File: src/rtl/udma_periph_cfg_resp.sv
`default_nettype none
// udma_periph_cfg_resp: uDMA config-bus responder (RX/TX channel regs, setup reg, programmable wait states).
// Optional UDMA_CFG_ADDR_ERR_EN adds cfg_err_o flagging unmapped accesses.  Rev 1.0
module udma_periph_cfg_resp #(
  parameter int L2_AWIDTH_NOAL = 19,
  parameter int TRANS_SIZE     = 20,
  parameter int WAIT_CYCLES    = 0
) (
  input  logic                      clk_i,
  input  logic                      rstn_i,
  input  logic [31:0]               cfg_data_i,
  input  logic [4:0]                cfg_addr_i,
  input  logic                      cfg_valid_i,
  input  logic                      cfg_rwn_i,
  output logic [31:0]               cfg_data_o,
  output logic                      cfg_ready_o,
  output logic [L2_AWIDTH_NOAL-1:0] cfg_rx_startaddr_o,
  output logic [TRANS_SIZE-1:0]     cfg_rx_size_o,
  output logic                      cfg_rx_continuous_o,
  output logic [1:0]                cfg_rx_datasize_o,
  output logic                      cfg_rx_en_o,
  output logic                      cfg_rx_clr_o,
  input  logic                      cfg_rx_en_i,
  input  logic                      cfg_rx_pending_i,
  input  logic [L2_AWIDTH_NOAL-1:0] cfg_rx_curr_addr_i,
  input  logic [TRANS_SIZE-1:0]     cfg_rx_bytes_left_i,
  output logic [L2_AWIDTH_NOAL-1:0] cfg_tx_startaddr_o,
  output logic [TRANS_SIZE-1:0]     cfg_tx_size_o,
  output logic                      cfg_tx_continuous_o,
  output logic [1:0]                cfg_tx_datasize_o,
  output logic                      cfg_tx_en_o,
  output logic                      cfg_tx_clr_o,
  input  logic                      cfg_tx_en_i,
  input  logic                      cfg_tx_pending_i,
  input  logic [L2_AWIDTH_NOAL-1:0] cfg_tx_curr_addr_i,
  input  logic [TRANS_SIZE-1:0]     cfg_tx_bytes_left_i,
  output logic [31:0]               cfg_setup_o
`ifdef UDMA_CFG_ADDR_ERR_EN
  ,
  output logic                      cfg_err_o
`endif
);

  localparam logic [4:0] REG_RX_SADDR = 5'd0;
  localparam logic [4:0] REG_RX_SIZE  = 5'd1;
  localparam logic [4:0] REG_RX_CFG   = 5'd2;
  localparam logic [4:0] REG_TX_SADDR = 5'd4;
  localparam logic [4:0] REG_TX_SIZE  = 5'd5;
  localparam logic [4:0] REG_TX_CFG   = 5'd6;
  localparam logic [4:0] REG_SETUP    = 5'd8;

  localparam logic [1:0] ST_IDLE = 2'd0;
  localparam logic [1:0] ST_WAIT = 2'd1;
  localparam logic [1:0] ST_ACK  = 2'd2;

  localparam logic [3:0] CNT_INIT = (WAIT_CYCLES > 0) ? 4'(WAIT_CYCLES - 1) : 4'd0;

`ifdef UDMA_CFG_ADDR_ERR_EN
  localparam logic [31:0] UNMAPPED_RDATA = 32'hBADACCE5;
`else
  localparam logic [31:0] UNMAPPED_RDATA = 32'h0;
`endif

  logic [1:0]                state_q, state_d;
  logic [3:0]                cnt_q, cnt_d;
  logic                      ready_q, ready_d;
  logic [31:0]               rdata_q, rdata_d;
  logic [L2_AWIDTH_NOAL-1:0] rx_startaddr_q, rx_startaddr_d, tx_startaddr_q, tx_startaddr_d;
  logic [TRANS_SIZE-1:0]     rx_size_q, rx_size_d, tx_size_q, tx_size_d;
  logic                      rx_continuous_q, rx_continuous_d, tx_continuous_q, tx_continuous_d;
  logic [1:0]                rx_datasize_q, rx_datasize_d, tx_datasize_q, tx_datasize_d;
  logic                      rx_en_q, rx_en_d, rx_clr_q, rx_clr_d;
  logic                      tx_en_q, tx_en_d, tx_clr_q, tx_clr_d;
  logic [31:0]               setup_q, setup_d;
  logic [31:0]               rd_val;
  logic                      enter_ack;
  logic                      wr_commit;

  always_comb begin
    rd_val = UNMAPPED_RDATA;
    case (cfg_addr_i)
      REG_RX_SADDR: rd_val = 32'(cfg_rx_curr_addr_i);
      REG_RX_SIZE:  rd_val = 32'(cfg_rx_bytes_left_i);
      REG_RX_CFG:   rd_val = {25'd0, 1'b0, cfg_rx_pending_i, cfg_rx_en_i, 1'b0,
                              rx_datasize_q, rx_continuous_q};
      REG_TX_SADDR: rd_val = 32'(cfg_tx_curr_addr_i);
      REG_TX_SIZE:  rd_val = 32'(cfg_tx_bytes_left_i);
      REG_TX_CFG:   rd_val = {25'd0, 1'b0, cfg_tx_pending_i, cfg_tx_en_i, 1'b0,
                              tx_datasize_q, tx_continuous_q};
      REG_SETUP:    rd_val = setup_q;
      default:      rd_val = UNMAPPED_RDATA;
    endcase
  end

  // A valid that drops while waiting abandons the access without touching any register.
  always_comb begin
    state_d   = state_q;
    cnt_d     = cnt_q;
    enter_ack = 1'b0;
    case (state_q)
      ST_IDLE: begin
        if (cfg_valid_i) begin
          if (WAIT_CYCLES == 0) begin
            state_d   = ST_ACK;
            enter_ack = 1'b1;
          end else begin
            state_d = ST_WAIT;
            cnt_d   = CNT_INIT;
          end
        end
      end
      ST_WAIT: begin
        if (!cfg_valid_i) begin
          state_d = ST_IDLE;
          cnt_d   = 4'd0;
        end else if (cnt_q == 4'd0) begin
          state_d   = ST_ACK;
          enter_ack = 1'b1;
        end else begin
          cnt_d = cnt_q - 4'd1;
        end
      end
      ST_ACK:  state_d = ST_IDLE;
      default: state_d = ST_IDLE;
    endcase
  end

  assign wr_commit = (state_q == ST_ACK) && cfg_valid_i && !cfg_rwn_i;

  always_comb begin
    ready_d         = enter_ack;
    rdata_d         = enter_ack ? (cfg_rwn_i ? rd_val : 32'd0) : rdata_q;
    rx_startaddr_d  = rx_startaddr_q;
    rx_size_d       = rx_size_q;
    rx_continuous_d = rx_continuous_q;
    rx_datasize_d   = rx_datasize_q;
    tx_startaddr_d  = tx_startaddr_q;
    tx_size_d       = tx_size_q;
    tx_continuous_d = tx_continuous_q;
    tx_datasize_d   = tx_datasize_q;
    setup_d         = setup_q;
    rx_en_d         = 1'b0;
    rx_clr_d        = 1'b0;
    tx_en_d         = 1'b0;
    tx_clr_d        = 1'b0;
    if (wr_commit) begin
      case (cfg_addr_i)
        REG_RX_SADDR: rx_startaddr_d = cfg_data_i[L2_AWIDTH_NOAL-1:0];
        REG_RX_SIZE:  rx_size_d      = cfg_data_i[TRANS_SIZE-1:0];
        REG_RX_CFG: begin
          rx_continuous_d = cfg_data_i[0];
          rx_datasize_d   = cfg_data_i[2:1];
          rx_clr_d        = cfg_data_i[6];
          rx_en_d         = cfg_data_i[4] & ~cfg_data_i[6];
        end
        REG_TX_SADDR: tx_startaddr_d = cfg_data_i[L2_AWIDTH_NOAL-1:0];
        REG_TX_SIZE:  tx_size_d      = cfg_data_i[TRANS_SIZE-1:0];
        REG_TX_CFG: begin
          tx_continuous_d = cfg_data_i[0];
          tx_datasize_d   = cfg_data_i[2:1];
          tx_clr_d        = cfg_data_i[6];
          tx_en_d         = cfg_data_i[4] & ~cfg_data_i[6];
        end
        REG_SETUP:    setup_d = cfg_data_i;
        default:      ;
      endcase
    end
  end

  always_ff @(posedge clk_i or negedge rstn_i) begin
    if (!rstn_i) begin
      state_q         <= ST_IDLE;
      cnt_q           <= 4'd0;
      ready_q         <= 1'b0;
      rdata_q         <= 32'd0;
      rx_startaddr_q  <= '0;
      rx_size_q       <= '0;
      rx_continuous_q <= 1'b0;
      rx_datasize_q   <= 2'd0;
      tx_startaddr_q  <= '0;
      tx_size_q       <= '0;
      tx_continuous_q <= 1'b0;
      tx_datasize_q   <= 2'd0;
      setup_q         <= 32'd0;
      rx_en_q         <= 1'b0;
      rx_clr_q        <= 1'b0;
      tx_en_q         <= 1'b0;
      tx_clr_q        <= 1'b0;
    end else begin
      state_q         <= state_d;
      cnt_q           <= cnt_d;
      ready_q         <= ready_d;
      rdata_q         <= rdata_d;
      rx_startaddr_q  <= rx_startaddr_d;
      rx_size_q       <= rx_size_d;
      rx_continuous_q <= rx_continuous_d;
      rx_datasize_q   <= rx_datasize_d;
      tx_startaddr_q  <= tx_startaddr_d;
      tx_size_q       <= tx_size_d;
      tx_continuous_q <= tx_continuous_d;
      tx_datasize_q   <= tx_datasize_d;
      setup_q         <= setup_d;
      rx_en_q         <= rx_en_d;
      rx_clr_q        <= rx_clr_d;
      tx_en_q         <= tx_en_d;
      tx_clr_q        <= tx_clr_d;
    end
  end

`ifdef UDMA_CFG_ADDR_ERR_EN
  logic addr_mapped;
  logic err_q, err_d;

  assign addr_mapped = cfg_addr_i inside {REG_RX_SADDR, REG_RX_SIZE, REG_RX_CFG,
                                          REG_TX_SADDR, REG_TX_SIZE, REG_TX_CFG, REG_SETUP};
  assign err_d       = enter_ack & ~addr_mapped;

  always_ff @(posedge clk_i or negedge rstn_i) begin
    if (!rstn_i) err_q <= 1'b0;
    else         err_q <= err_d;
  end

  assign cfg_err_o = err_q;
`endif

  assign cfg_ready_o         = ready_q;
  assign cfg_data_o          = rdata_q;
  assign cfg_rx_startaddr_o  = rx_startaddr_q;
  assign cfg_rx_size_o       = rx_size_q;
  assign cfg_rx_continuous_o = rx_continuous_q;
  assign cfg_rx_datasize_o   = rx_datasize_q;
  assign cfg_rx_en_o         = rx_en_q;
  assign cfg_rx_clr_o        = rx_clr_q;
  assign cfg_tx_startaddr_o  = tx_startaddr_q;
  assign cfg_tx_size_o       = tx_size_q;
  assign cfg_tx_continuous_o = tx_continuous_q;
  assign cfg_tx_datasize_o   = tx_datasize_q;
  assign cfg_tx_en_o         = tx_en_q;
  assign cfg_tx_clr_o        = tx_clr_q;
  assign cfg_setup_o         = setup_q;

endmodule
`default_nettype wire

File: config.mk
export PLATFORM = sky130hd
export DESIGN_NAME = udma_periph_cfg_resp
export DESIGN_NICKNAME = d
export VERILOG_FILES = /design/src/rtl/udma_periph_cfg_resp.sv
export SDC_FILE = /design/constraint.sdc
export NUM_CORES = 1
export LEC_CHECK = 0
export BUFFER_PORTS_ARGS = -buffer_cell sky130_fd_sc_hd__buf_2
export CORE_ASPECT_RATIO = 0.6
export CORE_MARGIN = 2
export CORE_UTILIZATION = 52
export CTS_CLUSTER_DIAMETER = 200
export DETAILED_ROUTE_END_ITERATION = 7
export PLACE_DENSITY = 0.86
export SYNTH_ARGS = -nofsm -noshare
export SYNTH_HDL_FRONTEND = slang
export SYNTH_SLANG_ARGS = --single-unit
File: constraint.sdc
create_clock -name clk_i -period 3.1 [get_ports clk_i]
set_clock_uncertainty 0.1 [all_clocks]
set_input_delay 0.62 -clock clk_i [delete_from_list [all_inputs] [get_ports clk_i]]
set_output_delay 0.62 -clock clk_i [all_outputs]
set_load 0.05 [all_outputs]
## Word level (Yosys, flattened, before mapping)

Cells that the tools add are included.

- Word-level logic and storage cells: 66
- Bits of input ports: 123
- Output and inout bits: 153
- Register bits: 159

- Muxes and demuxes: 20
- Eq/ne operators: 11
- Reduce and logical (&&, ||, !) cells: 15
- $add $sub $neg: 1
- Bitwise operators: 2

Operator list:

| kind | number |
|---|---|
| $pmux W32 S7 | 1 |
| $mux W32 | 1 |
| $reduce_and A2 Y1 | 9 |
| $eq A5 B3 Y1 const B | 3 |
| $mux W1 | 11 |
| $mux W4 | 2 |
| $mux W2 | 3 |
| $eq A5 B1 Y1 const B | 1 |
| $eq A5 B2 Y1 const B | 1 |
| $eq A5 B4 Y1 const B | 1 |
| $logic_not A5 Y1 | 1 |
| $logic_not A4 Y1 | 1 |
| $ne A2 B2 Y1 const B | 2 |
| $pmux W2 S2 | 1 |
| $sub A4 B1 Y4 const B | 1 |
| $ne A3 B3 Y1 const B | 1 |
| $eq A2 B1 Y1 const B | 1 |
| $eq A2 B2 Y1 const B | 1 |
| $logic_and A1 B1 Y1 | 2 |
| $logic_not A2 Y1 | 1 |
| $pmux W1 S2 | 1 |
| $and A1 B1 Y1 | 1 |
| $logic_not A1 Y1 | 1 |
| $not A1 Y1 | 1 |

## Logic depth before layout (Yosys ltp)

- Depth after elaboration: 4
- Depth in mapped cells: 7
- Mapped depth without buffers: 5

## Worst setup path before layout

Ideal clock, no wire load.

- Kind: in2reg
- From: input cfg_addr_i[4]
- To: register rx_startaddr_q[10], in the netlist cfg_rx_startaddr_o[10]
- Path slack: 0.973 ns
- Path buffers: 3
- Arrival time: 1.902 ns
- Stages on the path: 6
- Library setup time: 0.125 ns
- Cell sequence: buf_2 nor3_2 and3_1 buf_4 buf_4 mux2_2

- Word-level cells in the longest chain between the ends: 2

Ends and longest elaborated chain:

| element | line | RTL |
|---|---|---|
| start, declared | 12 | `input logic [4:0] cfg_addr_i,` |
| $logic_not A5 Y1 | 147 | `case (cfg_addr_i)` |
| $reduce_and A2 Y1 (no line) | n/a |  |
| end signal, assigned | 194 | `rx_startaddr_q <= rx_startaddr_d;` |
| end, declared | 68 | `logic [L2_AWIDTH_NOAL-1:0] rx_startaddr_q, rx_startaddr_d, tx_startaddr_q, tx_startaddr_d;` |

No other way between the ends.
A chain may end at the register's enable or synchronous reset.

## Final worst setup path

- From: input cfg_addr_i[2]
- To: register rdata_q[9], in the netlist cfg_data_o[9]

- Word-level cells in the longest chain between the ends: 3
- Elaborated cells on any way between the ends: 9
- Those cells by class: eq/ne: 6; mux: 2; reduce/logical: 1

Ends and longest elaborated chain:

| element | line | RTL |
|---|---|---|
| $eq A5 B4 Y1, or another cell as far along | 81 | `case (cfg_addr_i)` |
| $pmux W32 S7 (*) | 81 |  |
| $mux W32 (*) | 132 | `rdata_d = enter_ack ? (cfg_rwn_i ? rd_val : 32'd0) : rdata_q;` |
| end signal, assigned | 193 | `rdata_q <= rdata_d;` |
| end, declared | 67 | `logic [31:0] rdata_q, rdata_d;` |

Every way passes the cells marked *; elsewhere a longest branch is shown, timed or not.

==> metrics.cfg <==
[clock_network]
clk_pin_slew_ps = 60
clockBufferDepth = 2
cts_root_buf = clkbuf_16
cts-resized-gates = 0
cts_setup_buffers = 0
cts.sinks = 154
holdBufCountCts = 0
htree_levels = 4
clock_latency_ps = 410
numCtsBuffers = 17
tritoncts = done

[placed_design]
portBuffers = 275
place_ws_ps = 485
place_congestion = 0.936
dpl.hpwl_mm = 14.7
dp_cells = 894

[power]
p_per_area_nw_per_um2 = 595
power.leakage_nw = 4.87
ir_drop_mv = 0.388

[route]
vias = 5246
routed_wirelength_mm = 19.6
ant_nets = 0
drt-initial-drc-count = 273
wl_per_cell_microns = 21.2
drtPass1Iterations = 5
drc = 0
vias_per_cell = 5.67

[synth]
syn-cell-area_sq_um = 6560
ys.flop_type = dfrtp_1
ys_seq_area_share_pct = 58.7
ys_ff_latch = 154
async_flop_share_pct = 100
synth_nets = 591
ys_types = 38
synth_edf_count = 0
ys.warnings.count = 0
postSynthCellCount = 468
avgSynthCellArea_sq_um = 14.0

[sta]
worst_slack_ps = 910
worst_slew_pin_slew_ps = 911
rsz0062_at_grt = no
finalCritPeriodShare_pct = 70.7
max-slew-margin-rel_pct = 39.3
setup_viol = 0
max_freq_mhz = 457
hold_slack_ps = 136
slew_viol_final = 0
fin_setup_tns_ps = 0
min_period_ps = 2190
final_hold_viol_count = 0

[die]
start_util_pct = 53.9
die_w_microns = 149
rows = 31
num_io_pins = 276
core-area_sq_um = 12200
die_area_sq_um = 13600
fp.dieH_microns = 91

[grt]
grt-ovfl-total = 0
antenna_found_initial = 0
grt_max_degree = 79
grt_pass1_wl_mm = 30.4
gr-usage-all-layers_pct = 29.7
grt_pass1_vias = 5440

[setup_path]
critPathLaunchType = primary input
arrival_ps = 2330
cp_max_fo = 20
r2r_slack_ps = 1150
setup.worst_path.end_class = flop
cp.required_ps = 3240
criticalPathCategory = in2reg

[flow_run]
cap_violations = 0

[final_layout]
num_antenna_cells = 0
drive_above_1_share_pct = 60.3
instances_no_fill = 925
postLayoutCoreUtil_pct = 72.2
layout.nets = 871
nFillCells = 858
areaGrowthSynthToFinish_pct = 34.1

[run_status]
status = completed

[min_path]
hold_path.class = in2async

[worst max-delay path, cell delays in order]
cell,delay (ps)
buf_2,250
buf_4,350
nor3_1,140
o2111ai_2,770
o21ai_0,210
[final cells by class]
| cell class | instances | area (sq um) | area share (%) |
|---|---|---|---|
| Clock buffer | 21 | 450 | 5.12 |
| Tap cell | 165 | 206 | 2.35 |
| Timing Repair Buffer | 291 | 1540 | 17.5 |
| Clock inverter | 10 | 193 | 2.19 |
| Inverter | 4 | 15.0 | 0.171 |
| Multi-Input combinational cell | 280 | 2540 | 28.9 |
| Sequential cell | 154 | 3850 | 43.8 |
[cells in the final DEF (no fill, tap or decap), types with 2 or more instances in the layout]
cell type	Yosys	routed
buf_2	15	274
dfrtp_1	154	154
mux2_2	130	130
nand2_1	24	24
clkbuf_16	0	17
a221oi_1	16	16
a32o_1	14	14
buf_4	5	13
a22o_1	12	12
mux2i_1	11	11
o21ai_0	11	11
o21ai_1	9	9
and3_1	8	8
nor2_1	5	5
o22ai_1	5	5
bufinv_16	0	5
inv_1	4	4
clkinv_4	0	4
a22oi_1	3	3
o211ai_1	3	3
clkbuf_1	9	3
buf_12	0	3
nand3b_1	2	2
nand2b_1	2	2
nor4_1	2	2
nor3_2	2	2
nand2_2	2	2
nor2b_1	2	2
nor3_1	2	2
a21oi_1	2	2
or4b_1	2	2
o2bb2ai_1	2	2
[through the flow]
step           total power [mW]  cell area [sq um]
4_1_cts                    5.26               8800
2_1_floorplan              2.71               6560
5_1_grt                    5.41               8800
3_5_place_dp               3.02               8160
6_report                   5.23               8800
3_3_place_gp               3.00               8160
[path summary, 6_finish.rpt]
kind / startpoint / end / cells after the start
worst max-delay path: cfg_addr_i[2] / cfg_data_o[9] / 5
worst min-delay path: rstn_i / cfg_tx_startaddr_o[10] / 1
worst max register to register: state_q[1] / cfg_tx_startaddr_o[8] / 4
worst min register to register: cfg_data_o[4] / cfg_data_o[4] / 2
max in group asynchronous: rstn_i / cfg_tx_startaddr_o[0] / 2
min in group clk_i: cfg_data_i[23] / cfg_setup_o[23] / 2
[cells by family (layout without fill, tap and decap cells)]
group                  Yosys count  after routing  share of synthesized area (%)
flip-flops                     154            154                           58.7
multiplexers                   141            141                           24.0
AO/OA/AOI/OAI                   79             79                           9.29
AND/OR/NAND/NOR                 60             60                           5.34
buffers and inverters           34            326                           2.63
[layer usage]
metal / GRT usage [%] / vias to the layer above / part of all wire [%]
li1: - / 2321 / -
met1: 41.4 / 2649 / 42
met2: 45.9 / 250 / 47
met3: 8.09 / 26 / 9.2
met4: 8.73 / 0 / 1.5
met5: 0 / - / 0
[cells in the mapped netlist, types with 4 or more instances]
master	count	area share (%)
dfrtp_1	154	59
mux2_2	130	22
nand2_1	24	1.4
a221oi_1	16	2.1
buf_2	15	1.1
a32o_1	14	2.1
a22o_1	12	1.6
mux2i_1	11	1.7
o21ai_0	11	0.84
clkbuf_1	9	0.51
o21ai_1	9	0.69
and3_1	8	0.76
buf_4	5	0.57
nor2_1	5	0.29
o22ai_1	5	0.48
inv_1	4	0.23
[registers in the layout (all words and copies together) (netlist names)]
register and cells:
cfg_data_o 32, cfg_ready_o 1, cfg_rx_clr_o 1, cfg_rx_continuous_o 1, cfg_rx_datasize_o 2, cfg_rx_en_o 1, cfg_rx_size_o 20, cfg_rx_startaddr_o 19
cfg_setup_o 32, cfg_tx_clr_o 1, cfg_tx_continuous_o 1, cfg_tx_datasize_o 2, cfg_tx_en_o 1, cfg_tx_size_o 20, cfg_tx_startaddr_o 19, state_q 1
[report_power, final]
part	switching, mW	internal [mW]
clock	0.792	1.45
sequential	0.0665	2.11
combinational	0.576	0.237
total	1.43	3.80
Note: power is estimated with default switching activity, not from simulation.
